===== config.mk =====
export PLATFORM = sky130hd
export DESIGN_NAME = imem_loader_flat
export DESIGN_NICKNAME = d
export VERILOG_FILES = /design/src/rtl/imem_loader_if.sv /design/src/rtl/imem_loader.sv /design/src/flat_wrapper.sv
export SDC_FILE = /design/constraint.sdc
export NUM_CORES = 1
export LEC_CHECK = 0
export CAP_MARGIN = 20
export CORE_ASPECT_RATIO = 0.7
export CORE_MARGIN = 2
export CORE_UTILIZATION = 58
export CTS_BUF_LIST = sky130_fd_sc_hd__clkbuf_4 sky130_fd_sc_hd__clkbuf_8
export DETAILED_ROUTE_END_ITERATION = 8
export PLACE_DENSITY = 0.87
export RECOVER_POWER = 50
export SLEW_MARGIN = 20
export SYNTH_ARGS = -nofsm -noshare
export SYNTH_HDL_FRONTEND = slang
export SYNTH_SLANG_ARGS = --single-unit

===== constraint.sdc =====
create_clock -name clk -period 4.8 [get_ports clk]
set_clock_uncertainty 0.15 [all_clocks]
set_input_delay 0.72 -clock clk [delete_from_list [all_inputs] [get_ports clk]]
set_output_delay 0.72 -clock clk [all_outputs]
set_load 0.05 [all_outputs]

===== src/rtl/imem_loader_if.sv =====
// imem_loader_if: byte stream input and instruction memory write port of the boot loader
interface imem_loader_if;
    logic [7:0]  rx_data;
    logic        rx_valid;
    logic        rx_ready;
    logic        imem_we;
    logic [63:0] imem_addr;
    logic [31:0] imem_data;
    modport master (output rx_data, rx_valid, input rx_ready, imem_we, imem_addr, imem_data);
    modport slave  (input rx_data, rx_valid, output rx_ready, imem_we, imem_addr, imem_data);
endinterface


===== src/rtl/imem_loader.sv =====
// imem_loader: boot-time byte-stream loader for instruction memory; IMEM_LOADER_CHECKSUM_EN adds a trailing checksum byte
module imem_loader #(
    parameter logic [63:0] BASE_ADDR      = 64'h0,
    parameter int          DEPTH_WORDS    = 1024,
    parameter int          TIMEOUT_CYCLES = 65535
) (
    input  logic                           clk,
    input  logic                           rst_n,
    input  logic                           load_start,
    imem_loader_if.slave                   bus,
    output logic                           cpu_rst_n,
    output logic                           busy,
    output logic                           done,
    output logic                           err,
    output logic [1:0]                     err_code,
    output logic [$clog2(DEPTH_WORDS):0]   words_loaded
);
    localparam logic [31:0] TLIM = 32'(TIMEOUT_CYCLES - 1);
`ifdef IMEM_LOADER_CHECKSUM_EN
    typedef enum logic [2:0] {IDLE, HDR, DATA, CSUM, DONE, ERR} state_t;
    localparam state_t FIN = CSUM;
    logic [7:0] sum;
`else
    typedef enum logic [2:0] {IDLE, HDR, DATA, DONE, ERR} state_t;
    localparam state_t FIN = DONE;
`endif
    state_t      state, nxt;
    logic [1:0]  code, bcnt;
    logic [31:0] word_count, wc, gap;
    logic [23:0] asm_q;
    logic        acc, tmo, start, last;

    assign busy         = state == HDR || state == DATA
`ifdef IMEM_LOADER_CHECKSUM_EN
                        || state == CSUM
`endif
                        ;
    assign bus.rx_ready = busy;
    assign cpu_rst_n    = state == DONE;
    assign done         = state == DONE;
    assign err          = state == ERR;
    assign acc          = bus.rx_valid && busy;
    assign start        = load_start && !busy;
    assign tmo          = TIMEOUT_CYCLES != 0 && busy && !acc && gap == TLIM;
    assign wc           = {bus.rx_data, word_count[31:8]};
    assign last         = 32'(words_loaded) + 32'd1 == word_count;

    // state register
    always_ff @(posedge clk)
        state <= !rst_n ? IDLE : nxt;

    // next state and the error reason latched on entry to ERR
    always_comb begin
        nxt  = state;
        code = 2'd0;
        case (state)
            IDLE, DONE, ERR: nxt = load_start ? HDR : state;
            HDR: begin
                if (tmo) begin
                    nxt  = ERR;
                    code = 2'd2;
                end else if (acc && bcnt == 2'd3) begin
                    nxt  = wc > 32'(DEPTH_WORDS) ? ERR : wc == 32'd0 ? FIN : DATA;
                    code = wc > 32'(DEPTH_WORDS) ? 2'd1 : 2'd0;
                end
            end
            DATA: begin
                if (tmo) begin
                    nxt  = ERR;
                    code = 2'd2;
                end else if (acc && bcnt == 2'd3 && last)
                    nxt = FIN;
            end
`ifdef IMEM_LOADER_CHECKSUM_EN
            CSUM: begin
                if (tmo) begin
                    nxt  = ERR;
                    code = 2'd2;
                end else if (acc) begin
                    nxt  = 8'(sum + bus.rx_data) == 8'd0 ? DONE : ERR;
                    code = 8'(sum + bus.rx_data) == 8'd0 ? 2'd0 : 2'd3;
                end
            end
`endif
            default: nxt = IDLE;
        endcase
    end

    // header capture, word assembly, write issue, idle-gap counter
    always_ff @(posedge clk) begin
        if (!rst_n) begin
            bcnt          <= '0;
            word_count    <= '0;
            asm_q         <= '0;
            gap           <= '0;
            words_loaded  <= '0;
            err_code      <= '0;
            bus.imem_we   <= 1'b0;
            bus.imem_addr <= '0;
            bus.imem_data <= '0;
`ifdef IMEM_LOADER_CHECKSUM_EN
            sum           <= '0;
`endif
        end else begin
            bus.imem_we <= 1'b0;
            if (busy)
                gap <= acc ? 32'd0 : gap + 32'd1;
            if (acc) begin
                bcnt <= bcnt + 2'd1;
                if (state == HDR)
                    word_count <= wc;
                if (state == DATA) begin
                    asm_q <= {bus.rx_data, asm_q[23:8]};
`ifdef IMEM_LOADER_CHECKSUM_EN
                    sum   <= sum + bus.rx_data;
`endif
                    if (bcnt == 2'd3) begin
                        bus.imem_we   <= 1'b1;
                        bus.imem_addr <= BASE_ADDR + (64'(words_loaded) << 2);
                        bus.imem_data <= {bus.rx_data, asm_q};
                        words_loaded  <= words_loaded + 1'b1;
                    end
                end
            end
            if (nxt == ERR && state != ERR)
                err_code <= code;
            if (start) begin
                bcnt         <= '0;
                gap          <= '0;
                words_loaded <= '0;
                err_code     <= '0;
`ifdef IMEM_LOADER_CHECKSUM_EN
                sum          <= '0;
`endif
            end
        end
    end
endmodule


===== src/flat_wrapper.sv =====
// flat-port wrapper written by rule: the top's interface ports become plain ports
module imem_loader_flat 
#(
    parameter logic [63:0] BASE_ADDR      = 64'h0,
    parameter int          DEPTH_WORDS    = 1024,
    parameter int          TIMEOUT_CYCLES = 65535
)
  (clk, rst_n, load_start, cpu_rst_n, busy, done, err, err_code, words_loaded, bus_rx_data, bus_rx_valid, bus_rx_ready, bus_imem_we, bus_imem_addr, bus_imem_data);
  imem_loader_if bus_i ();
  input  logic clk;
  input  logic rst_n;
  input  logic load_start;
  output logic cpu_rst_n;
  output logic busy;
  output logic done;
  output logic err;
  output logic [1:0] err_code;
  output logic [$clog2(DEPTH_WORDS):0] words_loaded;
  input wire logic [$bits(bus_i.rx_data)-1:0] bus_rx_data;
  input wire logic [$bits(bus_i.rx_valid)-1:0] bus_rx_valid;
  output wire logic [$bits(bus_i.rx_ready)-1:0] bus_rx_ready;
  output wire logic [$bits(bus_i.imem_we)-1:0] bus_imem_we;
  output wire logic [$bits(bus_i.imem_addr)-1:0] bus_imem_addr;
  output wire logic [$bits(bus_i.imem_data)-1:0] bus_imem_data;
  assign bus_i.rx_data = bus_rx_data;
  assign bus_i.rx_valid = bus_rx_valid;
  assign bus_rx_ready = bus_i.rx_ready;
  assign bus_imem_we = bus_i.imem_we;
  assign bus_imem_addr = bus_i.imem_addr;
  assign bus_imem_data = bus_i.imem_data;
  imem_loader #(.BASE_ADDR(BASE_ADDR), .DEPTH_WORDS(DEPTH_WORDS), .TIMEOUT_CYCLES(TIMEOUT_CYCLES)) u_core (.clk(clk), .rst_n(rst_n), .load_start(load_start), .bus(bus_i), .cpu_rst_n(cpu_rst_n), .busy(busy), .done(done), .err(err), .err_code(err_code), .words_loaded(words_loaded));
endmodule

# == Word level (Yosys, flattened, before mapping) ==
# Index checks and enable logic that the tools add are counted.
# Widths: inputs -> output; s select.
# word_totals
register_bits,150
in_bits,12
output_inout_bits,115
word_cells,58
# op_classes
add_sub_neg,4
order_cmp,1
n_eq_ne,9
muxes,15
bitwise,1
n_reduce_logical,18
# op_table
operator,count
$add 32x1->32 const B,1
$eq 32x16->1 const B,1
$eq 32x32->1,1
$gt 32x11->1 const B,1
$logic_not 32->1,1
$mux 32,1
$mux 3,6
$add 11x1->12 const B,1
$add 11x1->11 const B,1
$pmux 3 s3,1
$logic_and 1x1->1,7
$eq 3x2->1 const B,2
$eq 3x3->1 const B,2
$mux 2,3
$reduce_and 3->1,2
$pmux 2 s2,1
$reduce_and 2->1,2
$eq 3x1->1 const B,1
$logic_not 3->1,1
$mux 1,3
$ne 3x3->1 const B,1
$reduce_or 3->1,1
$add 2x1->2 const B,1
$eq 2x2->1 const B,1
4 further kinds,5

# == Logic depth before layout (Yosys ltp) ==
# logic_depth
depth_word,10
depth_mapped,9
ltp_nobuf,8

# == Least setup slack after synthesis ==
# No wires, ideal clock.
# synth_path
path_kind,register to register
from,register u_core.words_loaded[0]
to,register u_core.state[0]
setup_ps,84
arrival_time_ps,2596
t_required_ps,4566
slack_ps,1969
path_stages_with_launch,8
path_buffers,0
synth_period_minus_slack_ps,2831
path_cell_list,dfxtp_1 > ha_1 > nand4_1 > nor2_1 > a31oi_1 > or4_1 > or4b_1 > o31ai_2
# synth_via
elab_chain_len,6
# synth_rtl
element,line,text
"start, declared",imem_loader.sv:16,output logic [$clog2(DEPTH_WORDS):0] words_loaded
"start signal, assigned",imem_loader.sv:121,words_loaded <= words_loaded + 1'b1;
$add 11x1->12,imem_loader.sv:46,assign last = 32'(words_loaded) + 32'd1 == word_count;
$eq 32x32->1,imem_loader.sv:46,
$logic_and 1x1->1,imem_loader.sv:71,end else if (acc && bcnt == 2'd3 && last)
$mux 3,imem_loader.sv:71,
$mux 3,imem_loader.sv:68,if (tmo) begin
$pmux 3 s3,imem_loader.sv:56,case (state)
"end signal, assigned",imem_loader.sv:50,state <= !rst_n ? IDLE : nxt;
"end, declared",imem_loader.sv:27,"state_t state, nxt;"
# Every way passes these cells.
# A chain may end at the register's enable or synchronous reset.

# == Worst setup path after layout ==
# layout_path
from,register u_core.state[0]
to,output port busy
# layout_via
elab_chain_len,2
elab_cells_between_ends,3
classes_between,eq/ne: 2; reduce/logical: 1
# layout_rtl
element,line,text
$eq 3x1->1 / $eq 3x2->1 (equally long branches),imem_loader.sv:33,assign busy = state == HDR || state == DATA
$logic_or 1x1->1 (*),imem_loader.sv:33,
"end, declared",flat_wrapper.sv:14,output logic busy;
# Mark *: on every way between the ends. The rest lies on a longest branch, timed or not.

==> results.toml <==
[sta]
slew_viol_final = 0
timing.final.crit_share_pct = 70.7
setup_viol = 0
period_needed_ns = 3.39
finalSetupTns_ns = 0
slew_headroom_pct = 27.8
tightestPinTransition_ns = 1.08
hold_violations = 0
max_freq_ghz = 0.295
rsz0062_at_grt = "false"

[logic_synthesis]
synth_cells = 834
ys.flop_type = "dfxtp_1"
ys_async_sr_fraction_pct = 0
netlist_area_um2 = 6820
yosysWarnings = 0
ys_types = 47
ys_ff_latch = 150
synth_edf_count = 0
ys_seq_area_share_pct = 44.0
synth.avg_cell_area_um2 = 8.17

[final_layout]
n_fill_cell = 937
fin_nets = 897
mostFrequentLayoutCells = "nand2_1 (225), dfxtp_1 (150), a21boi_0 (99)"
insertedDiodeCount = 0
area_delta_synth_final_pct = 14.1
drive_gt1_share_pct = 5.03
stdcell_count = 1051
layout_commonest_cell = "nand2_1"

[grt]
grt_remaining_overflow = 0
grt_pass1_vias = 4703
antenna_found_initial = 0
grt_max_degree = 102
grt_pass1_wl_um = 22900
track_usage_pct = 22.6

[floorplanning]
die-area_um2 = 12700
dieWidth_um = 134
ios = 127
num_rows = 33
die_h_um = 94.7
fp.coreArea_um2 = 11600
start_util_pct = 58.8

[clock_tree]
cts_hold_buf = 0
clk_path_buf_depth = 2
clkSinkCount = 150
numCtsBuffers = 17
htreeDepth = 4
clkLatencyLatePin_ns = 0.45
clk_pin_slew_ns = 0.08
postCtsResizedCells = 0
root_buffer = "clkbuf_8"
cts_setup_buffers = 0
cts_tree = "done"

[hold_path]
hold_path_class = "flip-flop to flip-flop"
hold_path_startpoint = "u_core.bus.imem_data[1]$_SDFFE_PN0P_"

[power_and_ir_drop]
clockPowerShare_pct = 40.7
powerDensity_nw_per_um2 = 310
peakVddDrop_v = 0.000235
combPwrFrac_pct = 7.3
seq_power_share_pct = 52.0
p_sw_uw = 657
p_int_uw = 1750
p_leak_uw = 0.00282
p_total_uw = 2410
power.share.switching_pct = 27.3

[route]
post-route-drc-count = 0
drt_first_pass_iters = 6
detail_route.wl_per_cell_um = 13.4
vias = 5508
wirelength_um = 14100
ant_nets = 0
drtIter0Drc = 450
vias_per_cell = 5.24

[setup_path]
cp-startpoint = "u_core.state[0]$_SDFF_PN0_"
crit_type = "flip-flop to output port"
crit_path_max_fanout = 7
crit_arrival_ns = 2.52
reg2reg_from = "u_core.state[0]$_SDFF_PN0_"
required_ns = 3.93
end_kind = "output port"
cp-start-kind = "flip-flop"

[placed_design]
place_hpwl_um = 9480
numPortBuffers = 73
routabilityCongestion = 0.874
place_inst = 1019

[run]
drv_cap = 0

[outcome]
status = "completed"
per-stage QoR:
step,hold slack [ns],worst slack [ns],util (%),cell area (µm²)
floorplan,0.291,1.97,-,7010
global placement,0.304,1.68,63.7,7390
detailed placement,0.309,1.62,63.7,7390
CTS,0.321,1.48,67.1,7790
global route,0.339,1.27,67.1,7780
finish,0.313,1.41,67.1,7780
kinds of logic after synthesis:
group / count (synthesis) / share of synthesized area [%]
AO/OA/AOI/OAI: 133 / 13.9
XOR/XNOR: 51 / 6.66
adder cells (fa/ha/maj): 4 / 0.734
buffers and inverters: 108 / 8.99
flip-flops: 150 / 44.0
multiplexers: 1 / 0.147
other: 1 / 0.0550
AND/OR/NAND/NOR: 386 / 25.4
worst max-delay path: stages, from the launching register on:
cell and delay (ns):
dfxtp_1 0.38, xnor2_1 0.61, or2_2 0.30, inv_1 0.09
clkdlybuf4s50_1 0.71
cell type report:
cell class | instances | area, µm² | share of cell area, %
Tap cell | 157 | 196 | 2.52
Inverter | 6 | 22.5 | 0.289
Sequential cell | 150 | 3000 | 38.6
Clock inverter | 15 | 166 | 2.14
Clock buffer | 17 | 234 | 3.01
Multi-Input combinational cell | 628 | 3390 | 43.6
Timing Repair Buffer | 78 | 763 | 9.81
sequential cells by signal, indices dropped and copies added, names as in the netlist, 2 cells and up:
signal / flops
u_core.word_count: 32
u_core.gap: 32
u_core.err_code: 2
u_core.bcnt: 2
u_core.asm_q: 24
u_core.bus.imem_data: 32
u_core.state: 3
u_core.words_loaded: 11
u_core.bus.imem_addr: 11
power by group through the flow:
stage / Combinational [µW] / Sequential [µW] / Clock (µW)
detailed placement: 175 / 1280 / 0
global placement: 174 / 1280 / 0
floorplan: 182 / 1280 / 0
CTS: 175 / 1250 / 995
global route: 185 / 1250 / 1050
finish: 176 / 1250 / 981
per-layer routing:
layer	routed length [µm]	part of all wire, %	track usage [%]	vias up
met2	5890	42	33.0	187
li1	-	-	-	2762
met1	6950	49	32.6	2540
met5	0	0	0	-
met4	196	1.4	7.89	0
met3	1020	7.3	5.69	19
final timing paths:
check,end,depth (start not counted),slack [ns]
max,busy,4,1.41
min,u_core.bus.imem_data[1]$_SDFFE_PN0P_,2,0.31
max reg2reg,u_core.gap[10]$_SDFFE_PP0N_,6,1.93
min reg2reg,u_core.bus.imem_data[1]$_SDFFE_PN0P_,2,0.31
cells in the mapped netlist (all sizes together) (5+ instances only):
cell | count | area share [%]
nor4 | 11 | 1.1
xnor2 | 24 | 3.2
buf | 59 | 6.3
nand4 | 10 | 0.92
nand3 | 17 | 1.2
and4 | 5 | 0.64
nand2 | 225 | 12
and2 | 6 | 0.55
a21boi | 99 | 11
clkbuf | 43 | 2.4
xor2 | 27 | 3.5
nor3 | 12 | 0.88
a21oi | 11 | 0.81
o21ai | 10 | 0.73
and3 | 16 | 1.5
dfxtp | 150 | 44
inv | 6 | 0.33
nor2 | 57 | 3.1
(Power assumes the default switching activity.)
